File: config.mk
export PLATFORM = sky130hd
export DESIGN_NAME = pipe_ripple_borrow_subtractor
export DESIGN_NICKNAME = d
export VERILOG_FILES = /design/src/rtl/dld_arith_pkg.sv /design/src/rtl/full_subtractor.sv /design/src/rtl/pipe_ripple_borrow_subtractor.sv
export SDC_FILE = /design/constraint.sdc
export NUM_CORES = 1
export LEC_CHECK = 0
export ABC_CLOCK_PERIOD_IN_PS = 6500
export BUFFER_PORTS_ARGS = -buffer_cell sky130_fd_sc_hd__buf_2
export CAP_MARGIN = 20
export CORE_UTILIZATION = 58
export DETAILED_ROUTE_END_ITERATION = 16
export PLACE_DENSITY = 0.8
export SYNTH_ARGS = -nofsm -noshare
export SYNTH_HDL_FRONTEND = slang
export SYNTH_HIERARCHICAL = 1
export SYNTH_SLANG_ARGS = --single-unit
File: constraint.sdc
create_clock -name CLK -period 6.5 [get_ports CLK]
set_input_delay 0.975 -clock CLK [delete_from_list [all_inputs] [get_ports CLK]]
set_output_delay 0.975 -clock CLK [all_outputs]
set_load 0.1 [all_outputs]
File: src/rtl/dld_arith_pkg.sv
// Shared arithmetic defaults for the pipelined ripple adder/subtractor family.
// Holds operand/pipeline sizing and the configuration legality check.
package dld_arith_pkg;

    localparam int unsigned DEF_BW     = 32;
    localparam int unsigned DEF_STAGES = 4;

    function automatic int unsigned slice_width(input int unsigned bw, input int unsigned stages);
        return (stages == 0) ? 0 : bw / stages;
    endfunction

    // Legal only when every stage gets an equal, non-empty slice.
    function automatic bit cfg_ok(input int unsigned bw, input int unsigned stages);
        return (stages != 0) && (bw >= stages) && ((bw % stages) == 0);
    endfunction

endpackage

File: src/rtl/full_subtractor.sv
// One-bit full subtractor: d = a - b - bi, bo set when the bit underflows.
module full_subtractor (
    input  logic a,
    input  logic b,
    input  logic bi,
    output logic d,
    output logic bo
);

    assign d  = a ^ b ^ bi;
    assign bo = (~a & b) | (~(a ^ b) & bi);

endmodule

File: src/rtl/pipe_ripple_borrow_subtractor.sv
// Pipelined ripple-borrow subtractor: diff = A - B - bin, bout = final borrow.
// Borrow chain cut into STAGES slices with operand skew and result deskew.
module pipe_ripple_borrow_subtractor
    import dld_arith_pkg::*;
#(
    parameter int unsigned BW     = DEF_BW,
    parameter int unsigned STAGES = DEF_STAGES
) (
    input  logic          CLK,
    input  logic          RESETn,
    input  logic          en,
    input  logic          valid_in,
    input  logic [BW-1:0] A,
    input  logic [BW-1:0] B,
    input  logic          bin,
    output logic [BW-1:0] diff,
    output logic          bout,
    output logic          valid_out
);

    localparam int unsigned SW = slice_width(BW, STAGES);

    if (!cfg_ok(BW, STAGES)) begin : g_cfg_err
        $error("pipe_ripple_borrow_subtractor: BW must be a multiple of STAGES");
    end

    // stage_bo[k] is the borrow entering stage k; stage_bo[STAGES] is bout.
    logic [STAGES:0]   stage_bo;
    logic [STAGES-1:0] valid_q, valid_d;

    assign stage_bo[0] = bin;
    assign bout        = stage_bo[STAGES];
    assign valid_out   = valid_q[STAGES-1];

    always_comb begin
        valid_d = valid_q;
        if (en) begin
            valid_d = (valid_q << 1) | STAGES'(valid_in);
        end
    end

    always_ff @(posedge CLK) begin
        if (!RESETn) begin
            valid_q <= '0;
        end else begin
            valid_q <= valid_d;
        end
    end

    for (genvar k = 0; k < STAGES; k++) begin : g_stage
        localparam int unsigned DSK = STAGES - 1 - k;

        logic [SW-1:0] a_stg, b_stg, d_comb;
        logic [SW-1:0] slice_q, slice_d;
        logic          borrow_q, borrow_d;

        if (k == 0) begin : g_no_skew
            assign a_stg = A[SW-1:0];
            assign b_stg = B[SW-1:0];
        end else begin : g_skew
            localparam int unsigned KW = k * SW;
            logic [KW-1:0] a_skew_q, a_skew_d, b_skew_q, b_skew_d;

            // Newest slice enters at the bottom; the top slot is k edges old.
            always_comb begin
                a_skew_d = a_skew_q;
                b_skew_d = b_skew_q;
                if (en) begin
                    a_skew_d = (a_skew_q << SW) | KW'(A[k*SW +: SW]);
                    b_skew_d = (b_skew_q << SW) | KW'(B[k*SW +: SW]);
                end
            end

            always_ff @(posedge CLK) begin
                if (!RESETn) begin
                    a_skew_q <= '0;
                    b_skew_q <= '0;
                end else begin
                    a_skew_q <= a_skew_d;
                    b_skew_q <= b_skew_d;
                end
            end

            assign a_stg = a_skew_q[KW-1 -: SW];
            assign b_stg = b_skew_q[KW-1 -: SW];
        end

        for (genvar i = 0; i < SW; i++) begin : g_bit
            logic bi_w, bo_w;
            if (i == 0) begin : g_first
                assign bi_w = stage_bo[k];
            end else begin : g_next
                assign bi_w = g_bit[i-1].bo_w;
            end
            full_subtractor u_fs (
                .a  (a_stg[i]),
                .b  (b_stg[i]),
                .bi (bi_w),
                .d  (d_comb[i]),
                .bo (bo_w)
            );
        end

        always_comb begin
            slice_d  = slice_q;
            borrow_d = borrow_q;
            if (en) begin
                slice_d  = d_comb;
                borrow_d = g_bit[SW-1].bo_w;
            end
        end

        always_ff @(posedge CLK) begin
            if (!RESETn) begin
                slice_q  <= '0;
                borrow_q <= '0;
            end else begin
                slice_q  <= slice_d;
                borrow_q <= borrow_d;
            end
        end

        assign stage_bo[k+1] = borrow_q;

        if (DSK == 0) begin : g_no_deskew
            assign diff[k*SW +: SW] = slice_q;
        end else begin : g_deskew
            localparam int unsigned DW = DSK * SW;
            logic [DW-1:0] dsk_q, dsk_d;

            always_comb begin
                dsk_d = dsk_q;
                if (en) begin
                    dsk_d = (dsk_q << SW) | DW'(slice_q);
                end
            end

            always_ff @(posedge CLK) begin
                if (!RESETn) begin
                    dsk_q <= '0;
                end else begin
                    dsk_q <= dsk_d;
                end
            end

            assign diff[k*SW +: SW] = dsk_q[DW-1 -: SW];
        end
    end

endmodule

==> qor.yml, run 1 <==
clock_latency_ns: 0.42
switchingPower_uw: 636
port_buffers: 102
syn_nets: 822
hp-class: "flip-flop to flip-flop"
worstHoldPathCells: 2
power.leakage_uw: 0.00420
hold_viol: 0
antenna_found_initial: 1
r2r_cells: 25
totalWireLength_mm: 12.8
rr_endpoint: "g_stage[1].slice_q[7]"
cts_tree: "built"
period_needed_ns: 4.66
drtIter0Drc: 227
finClkSkew_ns: 0.00682
route.vias.total: 4667
start_util_pct: 60.3
seq_power_share_pct: 45.2
synth_compound_area_share_pct: 0
critPathSlowestCell: "fa_1"
status: "finished, final reports clean"
slowest_delay_ns: 0.42
syn_avg_cell_area_um2: 11.3
worst_pin_slew_ns: 1.01
hold_start: "g_stage[1].g_deskew.dsk_q[13]"
core_um2: 13500
die_x_um: 120
io_pins: 103
cts.sinks: 184
fin_crit_sh_pct: 71.7
grt_max_degree: 117
cts_made_buffers: 17
die_y_um: 120
h-tree-depth: 4
hpwl_mm: 8.56
crit_required_ns: 6.82
gp_congestion: 0.722
hold_end: "g_stage[1].g_deskew.dsk_q[13]"
cap_violations: 0
cts-root-buf: "clkbuf_16"
tns_ns: 0
rsz0062_at_grt: "no"
cpMostUsedCell: "inv_1"
synthAdderAreaFrac_pct: 7.89
synthCells: 721
slew-limit-headroom_pct: 32.4
holdWs_ns: 0.507
crit_type: "primary input to flip-flop"
synth_area_um2: 8120
die_area_um2: 14500
drt-vias-per-instance: 4.78
rows: 42
startpoint_type: "primary input"
fmax_mhz: 215
layout_common_cells: "mux2i_1 (184), nor2b_1 (184), dfxtp_1 (184), buf_2 (100), inv_1 (80)"
postCtsHoldBufs: 0
endpoint_kind: "flip-flop"
grt_pass1_wl_mm: 21.7
path_max_fanout: 1
comb_power_share_pct: 12.3
crit_arrival_ns: 4.98
track_usage_pct: 19.0
clkPwrFrac_pct: 42.5
final_nets: 889
cts_setup_buffers: 0
antenna_cells: 0
drtAntennaViolNets: 0
wl_per_cell_um: 13.1
r2r_start: "g_stage[0].borrow_q"
area_delta_synth_final_pct: 11.4
r2r_slack_ns: 2.04
synth-seq-cells: 184
grt_pass1_vias: 4709
setup_viol: 0
crit_family: "adder cells"
drc: 0
cp_num_cells: 25
p_int_uw: 2070
drive_above_1_share_pct: 16.5
synth-simple-area-share_pct: 14.2
slew_violations: 0
dr.pass1.iters: 4
cts.clk_slew.worst_paths_ns: 0.06
synthXorXnorAreaFrac_pct: 0
max-vdd-ir-drop_mv: 0.158
synth_cell_type_count: 10
cts_resized: 0
swShare_pct: 23.5
synth_top_family_by_area: "multiplexers"
yosysSeqAreaShare_pct: 45.4
muxShareOfSynthArea_pct: 22.7
clock_path_buffers: 2
ys_warn_count: 6
grt_overflow_total: 0
critPathBufInv: 15
p_per_area_nw_per_um2: 299
[synth_stat cells]
master | number | share of area (%)
mux2i_1 | 184 | 23
buf_4 | 19 | 1.8
dfxtp_1 | 184 | 45
clkbuf_1 | 18 | 0.83
buf_12 | 2 | 0.49
nor2b_1 | 184 | 14
inv_1 | 80 | 3.7
buf_2 | 2 | 0.12
buf_8 | 16 | 3.0
fa_1 | 32 | 7.9
[per-stage QoR]
| stage | utilization, % | worst slack (ns) | cell area (µm²) | power [µW] | cells |
|---|---|---|---|---|---|
| after global placement | 62.3 | 1.51 | 8380 | 1570 | 945 |
| after floorplan | - | 1.73 | 8120 | 1520 | 721 |
| after CTS | 67.2 | 1.82 | 9040 | 2730 | 976 |
| after global routing | 67.2 | 1.58 | 9040 | 2820 | 976 |
| after detailed placement | 62.3 | 1.37 | 8380 | 1590 | 945 |
| final | 67.2 | 1.84 | 9040 | 2710 | 976 |
[flip-flops by register name (all words and copies together), names as in the netlist, 3 cells and up]
signal	flops
g_stage.slice_q	32
valid_q	4
g_stage.g_skew.b_skew_q	40
g_stage.a_stg	8
g_stage.g_deskew.dsk_q	48
g_stage.borrow_q	3
g_stage.b_stg	8
g_stage.g_skew.a_skew_q	40
[logic make-up (layout without fill, tap and decap cells)]
logic type,count (synthesis),after routing
multiplexers,184,184
buffers and inverters,137,216
adder cells (fa/ha/maj),32,32
flip-flops,184,184
AND/OR/NAND/NOR,184,184
[cell type report]
cell class,count,area [µm²]
Tap cell,176,220
Clock buffer,23,468
Sequential cell,184,3680
Fill cell,1050,4410
Multi-Input combinational cell,400,3630
Timing Repair Buffer,105,546
Inverter,80,300
Clock inverter,8,193
[power by group through the flow]
| stage | clock (µW) | sequential [µW] | combinational (µW) |
|---|---|---|---|
| 2_1_floorplan | 0 | 1290 | 235 |
| 3_3_place_gp | 0 | 1250 | 321 |
| 3_5_place_dp | 0 | 1250 | 336 |
| 4_1_cts | 1170 | 1220 | 339 |
| 5_1_grt | 1220 | 1230 | 372 |
| 6_report | 1150 | 1220 | 334 |
[worst max-delay path by stage]
stage,from,endpoint,slack [ns]
6_report,A[0],g_stage[0].slice_q[7],1.84
5_1_grt,A[0],g_stage[0].slice_q[7],1.58
4_1_cts,A[0],g_stage[0].slice_q[7],1.82
3_5_place_dp,A[0],g_stage[0].slice_q[7],1.37
3_3_place_gp,A[0],g_stage[0].slice_q[7],1.51
2_1_floorplan,B[0],g_stage[0].slice_q[7],1.73
[metal layers]
metal | part of all wire [%] | GRT usage, %
met1 | 46 | 23.6
met2 | 48 | 31.5
met3 | 3.7 | 4.72
met4 | 1.8 | 7.56
met5 | 0.10 | 0
[worst reg2reg max path: stages, from the launching register on]
cell	delay, ns
dfxtp_1	0.38
inv_1	0.09
fa_1	0.37
inv_1	0.07
inv_1	0.05
fa_1	0.35
inv_1	0.06
inv_1	0.05
fa_1	0.36
inv_1	0.06
inv_1	0.04
fa_1	0.35
inv_1	0.06
inv_1	0.04
fa_1	0.34
inv_1	0.06
inv_1	0.05
fa_1	0.36
inv_1	0.06
inv_1	0.04
fa_1	0.35
inv_1	0.06
inv_1	0.04
fa_1	0.43
mux2i_1	0.16
nor2b_1	0.06
Power figures use the tool's default switching activity.
==> run 2, diff against run 1 <==
--- a/config.mk
+++ b/config.mk
@@ -5,12 +5,13 @@
 export SDC_FILE = /design/constraint.sdc
 export NUM_CORES = 1
 export LEC_CHECK = 0
-export ABC_CLOCK_PERIOD_IN_PS = 6500
+export ABC_AREA = 1
+export ABC_CLOCK_PERIOD_IN_PS = 4300
 export BUFFER_PORTS_ARGS = -buffer_cell sky130_fd_sc_hd__buf_2
 export CAP_MARGIN = 20
 export CORE_UTILIZATION = 58
 export DETAILED_ROUTE_END_ITERATION = 16
-export PLACE_DENSITY = 0.8
+export PLACE_DENSITY = 0.79
 export SYNTH_ARGS = -nofsm -noshare
 export SYNTH_HDL_FRONTEND = slang
 export SYNTH_HIERARCHICAL = 1
==> constraint.sdc (replaced) <==
create_clock -name CLK -period 4.3 [get_ports CLK]
set_input_delay 0.645 -clock CLK [delete_from_list [all_inputs] [get_ports CLK]]
set_output_delay 0.645 -clock CLK [all_outputs]
set_load 0.1 [all_outputs]
==> qor.yml, run 2 <==
dr_wl_met3_um: 416  # -12%
cts.clk_slew.worst_paths_ns: 0.06  # about the same
final_nets: 1445  # +63%
fin_crit_sh_pct: 97.3
io_pins: 103  # unchanged
port_buffers: 102  # unchanged
antenna_cells: 0  # unchanged
hold_viol: 0  # unchanged
cts_tree: "built"
crit_arrival_ns: 4.55  # -0.43 ns
clock_path_buffers: 2  # unchanged
largest_reg_flops: 48  # unchanged
final_core_util_pct: 65.7  # -1.6 points
ys_warn_count: 6  # unchanged
top_register: "g_stage.g_deskew.dsk_q"
syn_avg_cell_area_um2: 6.70  # -41%
wl_per_cell_um: 9.20  # -30%
drtAntennaViolNets: 0  # unchanged
drc: 0  # unchanged
core_um2: 14500  # +8.0%
path_max_fanout: 2  # +1
synthArstFlopShare_pct: 0  # unchanged
antenna_found_initial: 0  # -1
synth_edf_count: 0  # unchanged
reg_top3: "g_stage.g_deskew.dsk_q (48), g_stage.g_skew.a_skew_q (40), g_stage.g_skew.b_skew_q (40)"
drtIter0Drc: 403  # +78%
totalWireLength_mm: 14.2  # +11%
fmax_mhz: 239
grt_pass1_vias: 5778  # +23%
synth.area.top_cells: "dfxtp_1 (43%), nand2_1 (16%), nor2_1 (16%)"
crit_required_ns: 4.66  # -2.16 ns
grt_max_degree: 189  # +62%
comb_power_share_pct: 18.0  # +5.7 points
worst_pin_slew_ns: 1.02  # +0.0100 ns
clkPwrFrac_pct: 37.6  # -4.9 points
grt_pass1_wl_mm: 24.0  # +11%
period_needed_ns: 4.19
synth_area_um2: 8660  # +6.6%
cts_made_buffers: 17  # unchanged
rsz0062_at_grt: "yes"
cts-root-buf: "clkbuf_16"
gp_congestion: 0.748  # +3.7%
synth_commonest_cells: "nand2_1 (368), nor2_1 (368), inv_1 (264), dfxtp_1 (184), buf_4 (36)"
syn_nets: 1394  # +70%
synth.largest_area_cell: "dfxtp_1"
h-tree-depth: 4  # unchanged
setup_viol: 0  # unchanged
postCtsHoldBufs: 0  # unchanged
die_x_um: 124  # +3.2%
placed_cell_area_um2: 8900  # +6.2%
p_per_area_nw_per_um2: 449  # +50%
die_area_um2: 15400  # +6.5%
cts.sinks: 184  # unchanged
synth_top_area_share_pct: 42.5  # -2.8 points
dr.pass1.iters: 4  # unchanged
slew-limit-headroom_pct: 31.7  # -0.67 points
yosysSeqAreaShare_pct: 42.5  # -2.8 points
wl_met2_mm: 6.61  # +7.3%
layout_common_cells: "nor2_1 (368), nand2_1 (368), inv_1 (243), dfxtp_1 (182), buf_2 (100)"
die_y_um: 124  # +3.2%
max-vdd-ir-drop_mv: 0.330  # +110%
route.vias.total: 6625  # +42%
drt-vias-per-instance: 4.30  # -10%
stdcell_area_um2: 9540  # +5.5%
hp-class: "flip-flop to flip-flop"
clock_latency_ns: 0.43  # about the same
seq_power_share_pct: 44.5  # -0.7 points
power.leakage_uw: 0.00529  # +26%
hpwl_mm: 8.93  # +4.3%
cap_violations: 0  # unchanged
finClkSkew_ns: 0.00733  # +0.000505 ns
start_util_pct: 59.6  # -0.78 points
track_usage_pct: 19.9  # +0.96 points
status: "finished, final reports clean"
ys.flop_type: "dfxtp_1"
endpoint_kind: "flip-flop"
drive_above_1_share_pct: 12.8  # -3.7 points
swShare_pct: 28.5  # +5.0 points
met1_length_mm: 6.88  # +16%
crit_type: "flip-flop to flip-flop"
p_int_uw: 3060  # +48%
switchingPower_uw: 1220  # +92%
startpoint_type: "flip-flop"
synth_cell_type_count: 9  # -1
grt_overflow_total: 0  # unchanged
synth-seq-cells: 184  # unchanged
maxUsedRoutingLayer: "met4"
area_delta_synth_final_pct: 10.2
slew_violations: 0  # unchanged
rows: 44  # +4.8%
synthCells: 1293  # +79%
[run 2: per-layer routing]
| layer | up-vias | GRT usage [%] |
|---|---|---|
| met1 | 2856 | 23.9 |
| li1 | 3671 | - |
| met3 | 20 | 4.35 |
| met5 | - | 0 |
| met2 | 78 | 34.1 |
| met4 | 0 | 8.85 |
[run 2: critical path: stages (launching register included)]
cell	delay, ns
dfxtp_2	0.33
inv_2	0.05
fa_2	0.35
inv_2	0.06
inv_2	0.03
fa_2	0.34
inv_2	0.06
inv_2	0.03
fa_2	0.34
inv_2	0.06
inv_2	0.03
fa_2	0.33
inv_2	0.06
inv_2	0.04
fa_2	0.33
inv_2	0.06
inv_2	0.03
fa_2	0.34
inv_2	0.06
inv_2	0.03
fa_2	0.34
inv_2	0.06
inv_2	0.03
fa_1	0.49
inv_1	0.04
nand2_1	0.04
nand2_1	0.06
nor2_1	0.10
[run 2: final cells by class]
cell class                      count  area [µm²]
Tap cell                          184         230
Timing Repair Buffer              109         592
Multi-Input combinational cell    768        3440
Fill cell                        1337        4990
Inverter                          264         991
Clock inverter                      8         146
Sequential cell                   184        3690
Clock buffer                       23         458
[run 2: path summary, 6_finish.rpt]
path | startpoint | to | cells past startpoint | slack, ns
worst min register to register | g_stage[2].g_deskew.dsk_q[2] | g_stage[2].g_deskew.dsk_q[2] | 2 | 0.47
worst max-delay path | g_stage[0].borrow_q | g_stage[1].slice_q[7] | 27 | 0.11
worst min-delay path | g_stage[2].g_deskew.dsk_q[2] | g_stage[2].g_deskew.dsk_q[2] | 2 | 0.47
worst max register to register | g_stage[0].borrow_q | g_stage[1].slice_q[7] | 27 | 0.11
[run 2: metrics by stage]
stage	setup TNS, ns	instances	total power, µW	setup slack [ns]	hold WS, ns
after floorplan	0	1293	2580	0.0169	0.434
after global placement	-0.370	1508	2680	-0.219	0.447
after detailed placement	-0.625	1508	2700	-0.325	0.460
after CTS	0	1539	4310	0.0357	0.468
after global routing	-0.124	1540	4520	-0.0921	0.482
final	0	1540	4290	0.114	0.466
[run 2: timing repair]
item | in CTS | in global routing
pin swaps | 3 | 11
setup endpoints to repair | 2 | 4
buffers inserted | 0 | 1
endpoints found under the hold margin | 0 | 0
gates resized for setup | 9 | 24
[run 2: kinds of logic (layout without fill, tap and decap cells)]
group,Yosys count,count (layout),synth area share [%]
and+or+nand+nor,736,736,31.9
adders and majority gates,32,32,7.40
buffers and inverters,341,404,18.1
DFF,184,184,42.5
[run 2: power groups by stage]
stage | combinational, µW | sequential [µW] | clock (µW)
after detailed placement | 758 | 1940 | 0
after floorplan | 539 | 2040 | 0
after global placement | 743 | 1940 | 0
after global routing | 887 | 1920 | 1710
final | 770 | 1910 | 1610
after CTS | 769 | 1910 | 1640
